$ cat config.mk
export PLATFORM = sky130hd
export DESIGN_NAME = fdma_buf_sched_flat
export DESIGN_NICKNAME = d
export VERILOG_FILES = /design/src/rtl/fdma_buf_pkg.sv /design/src/rtl/fdma_buf_sched_if.sv /design/src/rtl/fdma_buf_idx_sel.sv /design/src/rtl/fdma_buf_sched.sv /design/src/flat_wrapper.sv
export SDC_FILE = /design/constraint.sdc
export NUM_CORES = 1
export LEC_CHECK = 0
export CORE_MARGIN = 1.5
export CORE_UTILIZATION = 41
export DETAILED_ROUTE_END_ITERATION = 12
export PLACE_DENSITY = 0.82
export SYNTH_ARGS = -nofsm -noshare
export SYNTH_HDL_FRONTEND = slang
export SYNTH_SLANG_ARGS = --single-unit
export TNS_END_PERCENT = 30
$ cat constraint.sdc
create_clock -name clk_i -period 2.1 [get_ports clk_i]
set_input_delay 0.21 -clock clk_i [delete_from_list [all_inputs] [get_ports clk_i]]
set_output_delay 0.21 -clock clk_i [all_outputs]
set_load 0.03 [all_outputs]
$ cat src/rtl/fdma_buf_pkg.sv
// Shared definitions for the FDMA frame-buffer scheduler: widths, FSM encodings and the
// buffer base-address helper used to build the constant address table.
package fdma_buf_pkg;

  localparam int unsigned IDX_W = 2;
  localparam int unsigned CNT_W = 16;

  localparam logic [0:0] W_IDLE   = 1'b0;
  localparam logic [0:0] W_ACTIVE = 1'b1;
  localparam logic [0:0] R_IDLE   = 1'b0;
  localparam logic [0:0] R_ACTIVE = 1'b1;

  // Elaboration-time only; callers truncate to their address width.
  function automatic logic [63:0] buf_addr(input logic [63:0] base, input logic [63:0] stride,
                                           input int unsigned idx);
    return base + stride * 64'(idx);
  endfunction

endpackage

$ cat src/rtl/fdma_buf_sched_if.sv
// Frame-start/done inputs and start/index/address/status outputs of the buffer scheduler.
interface fdma_buf_sched_if #(
  parameter int unsigned ADDR_W = 32
);
  import fdma_buf_pkg::*;

  logic              wr_fs_i;
  logic              wr_done_i;
  logic              rd_fs_i;
  logic              rd_done_i;
  logic              wr_start_o;
  logic [IDX_W-1:0]  wr_idx_o;
  logic [ADDR_W-1:0] wr_addr_o;
  logic              rd_start_o;
  logic [IDX_W-1:0]  rd_idx_o;
  logic [ADDR_W-1:0] rd_addr_o;
  logic              frame_valid_o;
  logic [CNT_W-1:0]  drop_cnt_o;
  logic [CNT_W-1:0]  repeat_cnt_o;

  modport master (
    output wr_fs_i, wr_done_i, rd_fs_i, rd_done_i,
    input  wr_start_o, wr_idx_o, wr_addr_o, rd_start_o, rd_idx_o, rd_addr_o,
    input  frame_valid_o, drop_cnt_o, repeat_cnt_o
  );

  modport slave (
    input  wr_fs_i, wr_done_i, rd_fs_i, rd_done_i,
    output wr_start_o, wr_idx_o, wr_addr_o, rd_start_o, rd_idx_o, rd_addr_o,
    output frame_valid_o, drop_cnt_o, repeat_cnt_o
  );

endinterface

$ cat src/rtl/fdma_buf_idx_sel.sv
// Combinational write-buffer picker: first of cur+1, cur+2, ... (mod BUF_NUM) that is neither
// locked by the reader nor the latest completed frame; falls back to the current index.
module fdma_buf_idx_sel
  import fdma_buf_pkg::*;
#(
  parameter int unsigned BUF_NUM = 3
) (
  input  logic [IDX_W-1:0] cur_idx_i,
  input  logic [IDX_W-1:0] lock_idx_i,
  input  logic             lock_vld_i,
  input  logic [IDX_W-1:0] done_idx_i,
  input  logic             done_vld_i,
  output logic [IDX_W-1:0] sel_idx_o
);

  logic [IDX_W:0]   sum;
  logic [IDX_W-1:0] cand;
  logic             found;

  always_comb begin
    sel_idx_o = cur_idx_i;
    sum       = '0;
    cand      = '0;
    found     = 1'b0;
    for (int unsigned k = 1; k < BUF_NUM; k++) begin
      // cur < BUF_NUM and k < BUF_NUM, so one conditional subtract wraps the sum
      sum = {1'b0, cur_idx_i} + (IDX_W + 1)'(k);
      if (sum >= (IDX_W + 1)'(BUF_NUM)) begin
        sum = sum - (IDX_W + 1)'(BUF_NUM);
      end
      cand = sum[IDX_W-1:0];
      if (!found && !(lock_vld_i && (cand == lock_idx_i)) &&
          !(done_vld_i && (cand == done_idx_i))) begin
        sel_idx_o = cand;
        found     = 1'b1;
      end
    end
  end

endmodule

$ cat src/rtl/fdma_buf_sched.sv
// Triple-buffer scheduler: hands out write/read buffer indices and base addresses and
// issues one-cycle start pulses, keeping the writer off the buffer being read.
module fdma_buf_sched
  import fdma_buf_pkg::*;
#(
  parameter int unsigned       BUF_NUM     = 3,
  parameter int unsigned       ADDR_W      = 32,
  parameter logic [ADDR_W-1:0] BASE_ADDR   = 32'h1000_0000,
  parameter logic [ADDR_W-1:0] FRAME_BYTES = 32'h0080_0000
) (
  input logic            clk_i,
  input logic            rst_i,
  fdma_buf_sched_if.slave bus
);

  localparam logic [ADDR_W-1:0] ADDR_TAB [4] = '{
    ADDR_W'(buf_addr(64'(BASE_ADDR), 64'(FRAME_BYTES), 0)),
    ADDR_W'(buf_addr(64'(BASE_ADDR), 64'(FRAME_BYTES), 1)),
    ADDR_W'(buf_addr(64'(BASE_ADDR), 64'(FRAME_BYTES), 2)),
    ADDR_W'(buf_addr(64'(BASE_ADDR), 64'(FRAME_BYTES), 3))
  };

  logic [0:0]        w_state_q, w_state_d, r_state_q, r_state_d;
  logic [IDX_W-1:0]  wr_idx_q, wr_idx_d, rd_idx_q, rd_idx_d, last_done_q, last_done_d;
  logic [ADDR_W-1:0] wr_addr_q, wr_addr_d, rd_addr_q, rd_addr_d;
  logic              done_valid_q, done_valid_d, wr_start_q, wr_start_d, rd_start_q, rd_start_d;
  logic [CNT_W-1:0]  drop_cnt_q, drop_cnt_d, repeat_cnt_q, repeat_cnt_d;

  logic             w_active, r_active, w_retire, w_accept, w_drop, r_accept;
  logic [IDX_W-1:0] wr_sel, sel_done_idx, sel_lock_idx;
  logic             sel_done_vld, sel_lock_vld;

  assign w_active = (w_state_q == W_ACTIVE);
  assign r_active = (r_state_q == R_ACTIVE);
  assign w_retire = w_active && bus.wr_done_i;
  assign w_accept = bus.wr_fs_i && (!w_active || bus.wr_done_i);
  assign w_drop   = w_active && bus.wr_fs_i && !bus.wr_done_i;
  assign r_accept = !r_active && bus.rd_fs_i && done_valid_q;

  // A same-cycle retire is visible to the picker; a same-cycle read choice is locked
  assign sel_done_idx = w_retire ? wr_idx_q : last_done_q;
  assign sel_done_vld = w_retire || done_valid_q;
  assign sel_lock_idx = r_accept ? last_done_q : rd_idx_q;
  assign sel_lock_vld = r_accept || r_active;

  fdma_buf_idx_sel #(
    .BUF_NUM(BUF_NUM)
  ) u_idx_sel (
    .cur_idx_i (wr_idx_q),
    .lock_idx_i(sel_lock_idx),
    .lock_vld_i(sel_lock_vld),
    .done_idx_i(sel_done_idx),
    .done_vld_i(sel_done_vld),
    .sel_idx_o (wr_sel)
  );

  always_comb begin
    w_state_d    = w_state_q;
    r_state_d    = r_state_q;
    wr_idx_d     = wr_idx_q;
    rd_idx_d     = rd_idx_q;
    last_done_d  = last_done_q;
    wr_addr_d    = wr_addr_q;
    rd_addr_d    = rd_addr_q;
    done_valid_d = done_valid_q;
    drop_cnt_d   = drop_cnt_q;
    repeat_cnt_d = repeat_cnt_q;
    wr_start_d   = w_accept;
    rd_start_d   = r_accept;

    if (w_retire) begin
      last_done_d  = wr_idx_q;
      done_valid_d = 1'b1;
      w_state_d    = W_IDLE;
    end
    if (w_accept) begin
      wr_idx_d  = wr_sel;
      wr_addr_d = ADDR_TAB[wr_sel];
      w_state_d = W_ACTIVE;
    end
    if (w_drop && (drop_cnt_q != '1)) begin
      drop_cnt_d = drop_cnt_q + 1'b1;
    end

    // Reader sees the registered last_done, so a same-cycle retire shows up next cycle
    if (r_accept) begin
      rd_idx_d  = last_done_q;
      rd_addr_d = ADDR_TAB[last_done_q];
      r_state_d = R_ACTIVE;
      if ((last_done_q == rd_idx_q) && (repeat_cnt_q != '1)) begin
        repeat_cnt_d = repeat_cnt_q + 1'b1;
      end
    end else if (r_active && bus.rd_done_i) begin
      r_state_d = R_IDLE;
    end
  end

  always_ff @(posedge clk_i) begin
    if (rst_i) begin
      w_state_q    <= W_IDLE;
      r_state_q    <= R_IDLE;
      wr_idx_q     <= '0;
      rd_idx_q     <= '0;
      last_done_q  <= '0;
      wr_addr_q    <= '0;
      rd_addr_q    <= '0;
      done_valid_q <= 1'b0;
      drop_cnt_q   <= '0;
      repeat_cnt_q <= '0;
      wr_start_q   <= 1'b0;
      rd_start_q   <= 1'b0;
    end else begin
      w_state_q    <= w_state_d;
      r_state_q    <= r_state_d;
      wr_idx_q     <= wr_idx_d;
      rd_idx_q     <= rd_idx_d;
      last_done_q  <= last_done_d;
      wr_addr_q    <= wr_addr_d;
      rd_addr_q    <= rd_addr_d;
      done_valid_q <= done_valid_d;
      drop_cnt_q   <= drop_cnt_d;
      repeat_cnt_q <= repeat_cnt_d;
      wr_start_q   <= wr_start_d;
      rd_start_q   <= rd_start_d;
    end
  end

  assign bus.wr_start_o    = wr_start_q;
  assign bus.wr_idx_o      = wr_idx_q;
  assign bus.wr_addr_o     = wr_addr_q;
  assign bus.rd_start_o    = rd_start_q;
  assign bus.rd_idx_o      = rd_idx_q;
  assign bus.rd_addr_o     = rd_addr_q;
  assign bus.frame_valid_o = done_valid_q;
  assign bus.drop_cnt_o    = drop_cnt_q;
  assign bus.repeat_cnt_o  = repeat_cnt_q;

endmodule
$ cat src/flat_wrapper.sv
// flat-port wrapper written by rule: the top's interface ports become plain ports
module fdma_buf_sched_flat import fdma_buf_pkg::*;
#(
  parameter int unsigned       BUF_NUM     = 3,
  parameter int unsigned       ADDR_W      = 32,
  parameter logic [ADDR_W-1:0] BASE_ADDR   = 32'h1000_0000,
  parameter logic [ADDR_W-1:0] FRAME_BYTES = 32'h0080_0000
)
  (clk_i, rst_i, bus_wr_fs_i, bus_wr_done_i, bus_rd_fs_i, bus_rd_done_i, bus_wr_start_o, bus_wr_idx_o, bus_wr_addr_o, bus_rd_start_o, bus_rd_idx_o, bus_rd_addr_o, bus_frame_valid_o, bus_drop_cnt_o, bus_repeat_cnt_o);
  fdma_buf_sched_if #(.ADDR_W(ADDR_W)) bus_i ();
  input logic clk_i;
  input logic rst_i;
  input wire logic [$bits(bus_i.wr_fs_i)-1:0] bus_wr_fs_i;
  input wire logic [$bits(bus_i.wr_done_i)-1:0] bus_wr_done_i;
  input wire logic [$bits(bus_i.rd_fs_i)-1:0] bus_rd_fs_i;
  input wire logic [$bits(bus_i.rd_done_i)-1:0] bus_rd_done_i;
  output wire logic [$bits(bus_i.wr_start_o)-1:0] bus_wr_start_o;
  output wire logic [$bits(bus_i.wr_idx_o)-1:0] bus_wr_idx_o;
  output wire logic [$bits(bus_i.wr_addr_o)-1:0] bus_wr_addr_o;
  output wire logic [$bits(bus_i.rd_start_o)-1:0] bus_rd_start_o;
  output wire logic [$bits(bus_i.rd_idx_o)-1:0] bus_rd_idx_o;
  output wire logic [$bits(bus_i.rd_addr_o)-1:0] bus_rd_addr_o;
  output wire logic [$bits(bus_i.frame_valid_o)-1:0] bus_frame_valid_o;
  output wire logic [$bits(bus_i.drop_cnt_o)-1:0] bus_drop_cnt_o;
  output wire logic [$bits(bus_i.repeat_cnt_o)-1:0] bus_repeat_cnt_o;
  assign bus_i.wr_fs_i = bus_wr_fs_i;
  assign bus_i.wr_done_i = bus_wr_done_i;
  assign bus_i.rd_fs_i = bus_rd_fs_i;
  assign bus_i.rd_done_i = bus_rd_done_i;
  assign bus_wr_start_o = bus_i.wr_start_o;
  assign bus_wr_idx_o = bus_i.wr_idx_o;
  assign bus_wr_addr_o = bus_i.wr_addr_o;
  assign bus_rd_start_o = bus_i.rd_start_o;
  assign bus_rd_idx_o = bus_i.rd_idx_o;
  assign bus_rd_addr_o = bus_i.rd_addr_o;
  assign bus_frame_valid_o = bus_i.frame_valid_o;
  assign bus_drop_cnt_o = bus_i.drop_cnt_o;
  assign bus_repeat_cnt_o = bus_i.repeat_cnt_o;
  fdma_buf_sched #(.BUF_NUM(BUF_NUM), .ADDR_W(ADDR_W), .BASE_ADDR(BASE_ADDR), .FRAME_BYTES(FRAME_BYTES)) u_core (.clk_i(clk_i), .rst_i(rst_i), .bus(bus_i));
endmodule
# Word level (Yosys, flattened, before mapping)
# Index checks and enable logic that the tools add are counted.
# W data, S select, Z words.
dict set report word_totals {
  ff_bits 107
  out_inout_bits 103
  word_cells 78
}
dict set report op_classes {
  n_addsub 6
  n_lt_le_gt_ge 4
  eq_ne 7
  n_mux 17
  bitwise 2
  reduce_logical 30
}
# operator count
set op_table {}
lappend op_table {{$bmux W32 S2} 2}
lappend op_table {{$mux W32} 4}
lappend op_table {{$add A16 B1 Y16 const B} 2}
lappend op_table {{$ne A16 B16 Y1 const B} 2}
lappend op_table {{$logic_and A1 B1 Y1} 16}
lappend op_table {{$mux W2} 6}
lappend op_table {{$eq A2 B2 Y1} 5}
lappend op_table {{$logic_not A1 Y1} 8}
lappend op_table {{$ge A3 B2 Y1 const B} 2}
lappend op_table {{$ge A3 B3 Y1 const B} 2}
lappend op_table {{$not A2 Y3} 2}
lappend op_table {{$mux W1} 5}
lappend op_table {{$reduce_bool A2 Y1} 2}
lappend op_table {{$sub A2 B2 Y2 const B} 2}
lappend op_table {{$add A2 B1 Y3 const B} 1}
lappend op_table {{$add A2 B2 Y3 const B} 1}
lappend op_table {{$logic_or A1 B1 Y1} 3}
lappend op_table {{$reduce_and A2 Y1} 1}

# Longest topological paths before layout
# Gate-level depths: netlist of the first run.
dict set report logic_depth {
  ltp_word 17
  depth_mapped 8
  ltp_nobuf 7
}

# Modules after synthesis
# Synthesis of the first run repeated with hierarchy kept, for this count alone.
dict set report hier_totals {
  cells_unflattened 354
  hier_area_um2 2992.9
}
# module instances cells_each area_per_inst_um2 seq_area_each_um2
set modules_own_cells {}
lappend modules_own_cells {fdma_buf_sched 1 324 2781.4 940.9}
lappend modules_own_cells {fdma_buf_idx_sel 1 30 211.5 0.0}

# Least setup slack after synthesis of the first run
# No wires, ideal clock.
dict set report synth_path {
  kind {register to register}
  startpoint {register (tool-made name)}
  endpoint {register (tool-made name)}
  setup_ps 74
  t_arrival_ps 2137
  setup_slack_ps -111
  stages_incl_launch_ff 9
  synth_period_minus_slack_ps 2211
  cell_sequence {dfxtp_1 > inv_1 > ha_1 > buf_2 > xor2_1 > o22ai_1 > and4_4 > or3_1 > a31oi_1}
}

==> impl_metrics.py, run 1 <==
metrics = {
    "detailed_routing": {
        "drtPass1Iterations": 4,
        "via_count": 2449,
        "drt-total-wl_um": 6350,
        "routed_via_density": 4.90,
        "drt_iter0_markers": 125,
        "postRouteAntennaNets": 0,
        "route.detailed.drc": 0,
        "wl_per_cell_um": 12.7,
    },
    "timing": {
        "min_period_ps": 1970,
        "post-route-period-util": 0.939,
        "clock.fmax_mhz": 507,
        "finalMaxSlewViolations": 0,
        "worstMarginPinSlew_ps": 624,
        "skew_ps": 12.7,
        "setup_viol": 0,
        "relSlewSlack": 0.584,
        "finalSetupTns_ps": 0,
        "finalHoldViolCount": 0,
        "rsz0062_at_grt": "no",
    },
    "place": {
        "portBuffers": 50,
        "placedInstanceArea_um2": 3380,
        "dp.final_hpwl_um": 4660,
        "place_congestion": 0.825,
        "dp.cells": 492,
    },
    "cts": {
        "post_cts_buffers": 0,
        "holdBufCountCts": 0,
        "clock_latency_ps": 300,
        "postCtsResizedCells": 0,
        "cts_root_buffer": "clkbuf_8",
        "cts_tree": "built",
        "cts.htree.levels": 2,
        "cts_buffers": 5,
        "clkSlewWorstSetupHoldPaths_ps": 90,
        "clockBufferDepth": 2,
        "clock_sinks": 47,
    },
    "critical_path": {
        "worstPathMaxFanout": 10,
        "critPathKind": "reg -> reg",
        "reg2reg_slack_ps": 130,
        "crit_arrival_ps": 2150,
        "worstPathRequired_ps": 2280,
        "reg2reg_depth": 7,
        "crit_path_end_kind": "flop",
        "cp-start-kind": "flop",
    },
    "power": {
        "vdd_drop_max_mv": 0.280,
        "leakagePower_nw": 1.34,
        "p_per_area_nw_per_um2": 616,
    },
    "floorplan": {
        "chipHeight_um": 88.4,
        "rows": 30,
        "ios": 109,
        "fp.coreArea_um2": 6910,
        "fp.dieW_um": 88.4,
        "die_area_um2": 7810,
        "start_util": 0.433,
    },
    "logic_synthesis": {
        "synth_ff_type": "dfxtp_1",
        "syn_area_um2": 2990,
        "yosysWarnings": 0,
        "netlist_top_cells_area": "dfxtp_1, buf_4, nor2_1, xnor2_1, xor2_1",
        "synth_seq_area_share": 0.315,
        "async_reset_ff_frac": 0,
        "synth_edf_count": 0,
        "synth_cells": 350,
        "synthDistinctLibCells": 58,
        "yosys.area.top_type": "dfxtp_1",
        "syn_area_per_cell_um2": 8.54,
        "ys_ff_latch": 47,
        "synth_top_area_share": 0.315,
    },
    "layout": {
        "final_core_util": 0.510,
        "final_cell_mix": "conb_1, nor2_1, clkdlybuf4s50_1, dfxtp_1, xnor2_1",
        "nets": 413,
        "final_common_cell": "conb_1",
        "fin_cells": 500,
        "antenna_cells": 0,
        "syn_to_final_growth_pct": 17.8,
        "fill_cells": 679,
        "drive_above_1_share": 0.0916,
        "fin_area_um2": 3520,
    },
    "worst_hold_path": {
        "hold_start": "rst_i",
        "whs_path_depth": 2,
        "holdPathEnd": "u_core.bus.repeat_cnt_o[10]",
        "hold_path.class": "in -> reg",
    },
    "grt": {
        "use_met2": 0.285,
        "grt_use_met1": 0.201,
        "grt_max_degree": 35,
        "met3_usage": 0.0364,
        "gr-max-usage-layer": "met2",
        "grt_pass1_wl_um": 9980,
        "antenna_found_initial": 0,
        "grtUsageTotal": 0.162,
        "grt.overflow.total": 0,
        "first_global_vias": 2130,
    },
    "job": {
        "maxCapViolations": 0,
    },
    "run_status": {
        "status": "finished clean",
    },
}
## final cells by class
cell class / instances / area (µm²) / share of cell area
Multi-Input combinational cell: 279 / 1710 / 0.487
Sequential cell: 47 / 942 / 0.268
Timing Repair Buffer: 61 / 578 / 0.164
Tap cell: 96 / 120 / 0.0341
Clock buffer: 6 / 72.6 / 0.0206
Clock inverter: 2 / 60.1 / 0.0171
Inverter: 9 / 33.8 / 0.00960
## worst max-delay path: stages (launching register included)
cell and delay [ps]:
dfxtp_2 330, inv_1 50, ha_2 450, xor2_1 220
o32ai_1 120, o22a_1 240, o41ai_1 360, a31oi_1 70
## metal layers
layer	vias up	routed length, µm
met5	-	0
met4	0	70
met3	9	346
met2	98	3180
met1	1152	2750
li1	1190	-
## flip-flops by register name (all words and copies together), names as in the netlist, named ones only
| register | flops |
|---|---|
| u_core.bus.drop_cnt_o | 16 |
| u_core.bus.frame_valid_o | 1 |
| u_core.bus.rd_addr_o | 3 |
| u_core.bus.rd_idx_o | 2 |
| u_core.bus.rd_start_o | 1 |
| u_core.bus.repeat_cnt_o | 16 |
| u_core.bus.wr_addr_o | 1 |
| u_core.bus.wr_start_o | 1 |
| u_core.last_done_q | 2 |
| u_core.r_active | 1 |
| u_core.w_active | 1 |
## cells in the mapped netlist (3+ instances only)
cell type / count
nor3_1: 8
nor2b_1: 6
o2111ai_1: 3
nand4_1: 8
mux2_1: 4
clkbuf_1: 6
o21ai_1: 3
or3_1: 3
xnor2_1: 20
inv_1: 9
buf_4: 61
and3_1: 7
nor2_1: 49
o21ai_0: 5
and4_1: 3
nor4_2: 5
nand2_1: 13
nand3_1: 13
xor2_1: 14
a21oi_1: 12
nor4_1: 3
dfxtp_1: 47
ha_1: 4
## report_power, final
group          internal [mW]  switching [mW]
Clock                  0.476           0.308
Sequential             0.907          0.0177
Combinational          0.136           0.323
Total                   1.52           0.649
## logic make-up after synthesis
logic type / share of synthesized area
compound gates: 0.0854
xor+xnor: 0.105
fa+ha+maj: 0.0168
buf+inv: 0.184
flops: 0.315
mux: 0.0184
other cells: 0.00126
simple gates: 0.274
## metrics by stage
step,hold WS [ps],worst slack [ps],power [mW]
floorplan,331,50.2,1.38
global placement,437,55.7,1.39
detailed placement,443,23.9,1.40
CTS,410,126,2.18
global route,433,45.1,2.27
finish,410,128,2.17
## how the worst max path moves through the flow
stage / endpoint / depth (start not counted) / startpoint
after CTS: flop / 7 / flop
after global routing: flop / 7 / flop
after floorplan: flop / 7 / flop
final: flop / 7 / flop
after global placement: flop / 7 / bus_rd_fs_i
after detailed placement: flop / 7 / bus_rd_fs_i
(Power assumes the default switching activity.)
==> run 2, diff against run 1 <==
Settings changed: HOLD_SLACK_MARGIN from default to 0.15, MAX_ROUTING_LAYER from default to met4.
==> run 2 against run 1 <==
  * Cell count unchanged
  * First-iteration DRC count unchanged
  * Via count is essentially flat
  * Sequential share of layout area is the same
  * Critical path depth unchanged
  * Clock skew about the same
  * Design area unchanged
  * Fmax is 1.3% higher
  * Flip-flop and latch count is the same
  * Combinational power barely moved
  * Highest routed layer unchanged
==> impl_metrics.py, run 2 (same netlist as run 1, synthesis figures left out) <==
metrics = {
    "cts": {
        "clkSlewWorstSetupHoldPaths_ps": 90,
        "postCtsResizedCells": 0,
        "cts_buffers": 5,
        "holdBufCountCts": 0,
        "cts_root_buffer": "clkbuf_8",
        "clock_sinks": 47,
        "clock_latency_ps": 300,
        "clockBufferDepth": 2,
        "cts.htree.levels": 2,
        "cts_tree": "built",
        "post_cts_buffers": 0,
    },
    "worst_hold_path": {
        "hold_path.class": "in -> reg",
    },
    "timing": {
        "rsz0062_at_grt": "no",
        "finalMaxSlewViolations": 0,
        "relSlewSlack": 0.579,
        "finalSetupTns_ps": 0,
        "worstMarginPinSlew_ps": 631,
        "post-route-period-util": 0.927,
        "min_period_ps": 1950,
        "clock.fmax_mhz": 513,
        "finalHoldViolCount": 0,
        "skew_ps": 12.8,
        "setup_viol": 0,
    },
    "grt": {
        "grtUsageTotal": 0.167,
        "antenna_found_initial": 0,
        "first_global_vias": 2136,
        "grt.overflow.total": 0,
        "grt_pass1_wl_um": 9950,
        "grt_max_degree": 35,
    },
    "floorplan": {
        "fp.dieW_um": 88.4,
        "start_util": 0.433,
        "fp.coreArea_um2": 6910,
        "chipHeight_um": 88.4,
        "ios": 109,
        "rows": 30,
        "die_area_um2": 7810,
    },
    "detailed_routing": {
        "drt-total-wl_um": 6310,
        "drt_iter0_markers": 125,
        "wl_per_cell_um": 12.6,
        "drtPass1Iterations": 4,
        "route.detailed.drc": 0,
        "routed_via_density": 4.90,
        "postRouteAntennaNets": 0,
        "via_count": 2451,
    },
    "layout": {
        "final_common_cell": "conb_1",
        "nets": 413,
        "final_cell_mix": "conb_1, nor2_1, clkdlybuf4s50_1, dfxtp_1, xnor2_1",
        "antenna_cells": 0,
        "final_core_util": 0.510,
        "final-seq-area_um2": 942,
        "drive_above_1_share": 0.0916,
        "multi_input_area_um2": 1710,
        "syn_to_final_growth_pct": 17.8,
        "fill_cells": 679,
    },
    "critical_path": {
        "crit_path_end_kind": "flop",
        "critPathKind": "reg -> reg",
        "worstPathRequired_ps": 2280,
        "cp-start-kind": "flop",
        "crit_arrival_ps": 2130,
        "worstPathMaxFanout": 10,
    },
    "place": {
        "portBuffers": 50,
        "place_congestion": 0.838,
        "dp.final_hpwl_um": 4660,
    },
    "power": {
        "leakagePower_nw": 1.34,
        "power.total_mw": 2.17,
        "p_per_area_nw_per_um2": 617,
        "vdd_drop_max_mv": 0.281,
    },
    "run_status": {
        "status": "finished clean",
    },
    "job": {
        "maxCapViolations": 0,
    },
}
run 2: critical path, cell delays in order (launching register included):
cell	delay, ps
dfxtp_2	340
inv_1	50
ha_2	450
xor2_1	220
o32ai_1	120
o22a_1	240
o41ai_1	340
a31oi_1	70
run 2: power breakdown:
group          internal (mW)  total, mW  switching, mW
logic                  0.136      0.461          0.325
clock network          0.476      0.784          0.308
registers              0.907      0.925         0.0176
total                   1.52       2.17          0.650
run 2: cell type report:
class | instances | share of cell area
clock buffers | 6 | 0.0206
well taps | 96 | 0.0341
repair buffers | 61 | 0.164
flip-flops and latches | 47 | 0.268
clock inverters | 2 | 0.0171
inverters | 9 | 0.00960
multi-input cells | 279 | 0.487
run 2: routing by layer:
layer  routed length, µm  share of wire  vias up  track usage
met3                 321          0.051        7       0.0364
li1                    -              -     1193            -
met5                   0              0        -            -
met1                2740           0.43     1154        0.199
met2                3190           0.50       97        0.286
met4                  61         0.0097        0       0.0426
run 2: metrics by stage:
| stage | setup WS, ps | cell area, µm² | hold slack [ps] | instances |
|---|---|---|---|---|
| floorplan | 50.2 | 3200 | 331 | 407 |
| global placement | 55.7 | 3380 | 437 | 492 |
| detailed placement | 23.9 | 3380 | 443 | 492 |
| CTS | 126 | 3520 | 410 | 500 |
| global route | 45.1 | 3520 | 428 | 500 |
| finish | 152 | 3520 | 415 | 500 |
run 2: path summary, 6_finish.rpt:
| path | startpoint | end | slack (ps) | cells after the start |
|---|---|---|---|---|
| max | flop | flop | 150 | 7 |
| min | rst_i | u_core.bus.repeat_cnt_o[10] | 410 | 2 |
| max reg2reg | flop | flop | 150 | 7 |
| min reg2reg | u_core.bus.wr_addr_o[28] | u_core.bus.wr_addr_o[28] | 450 | 2 |
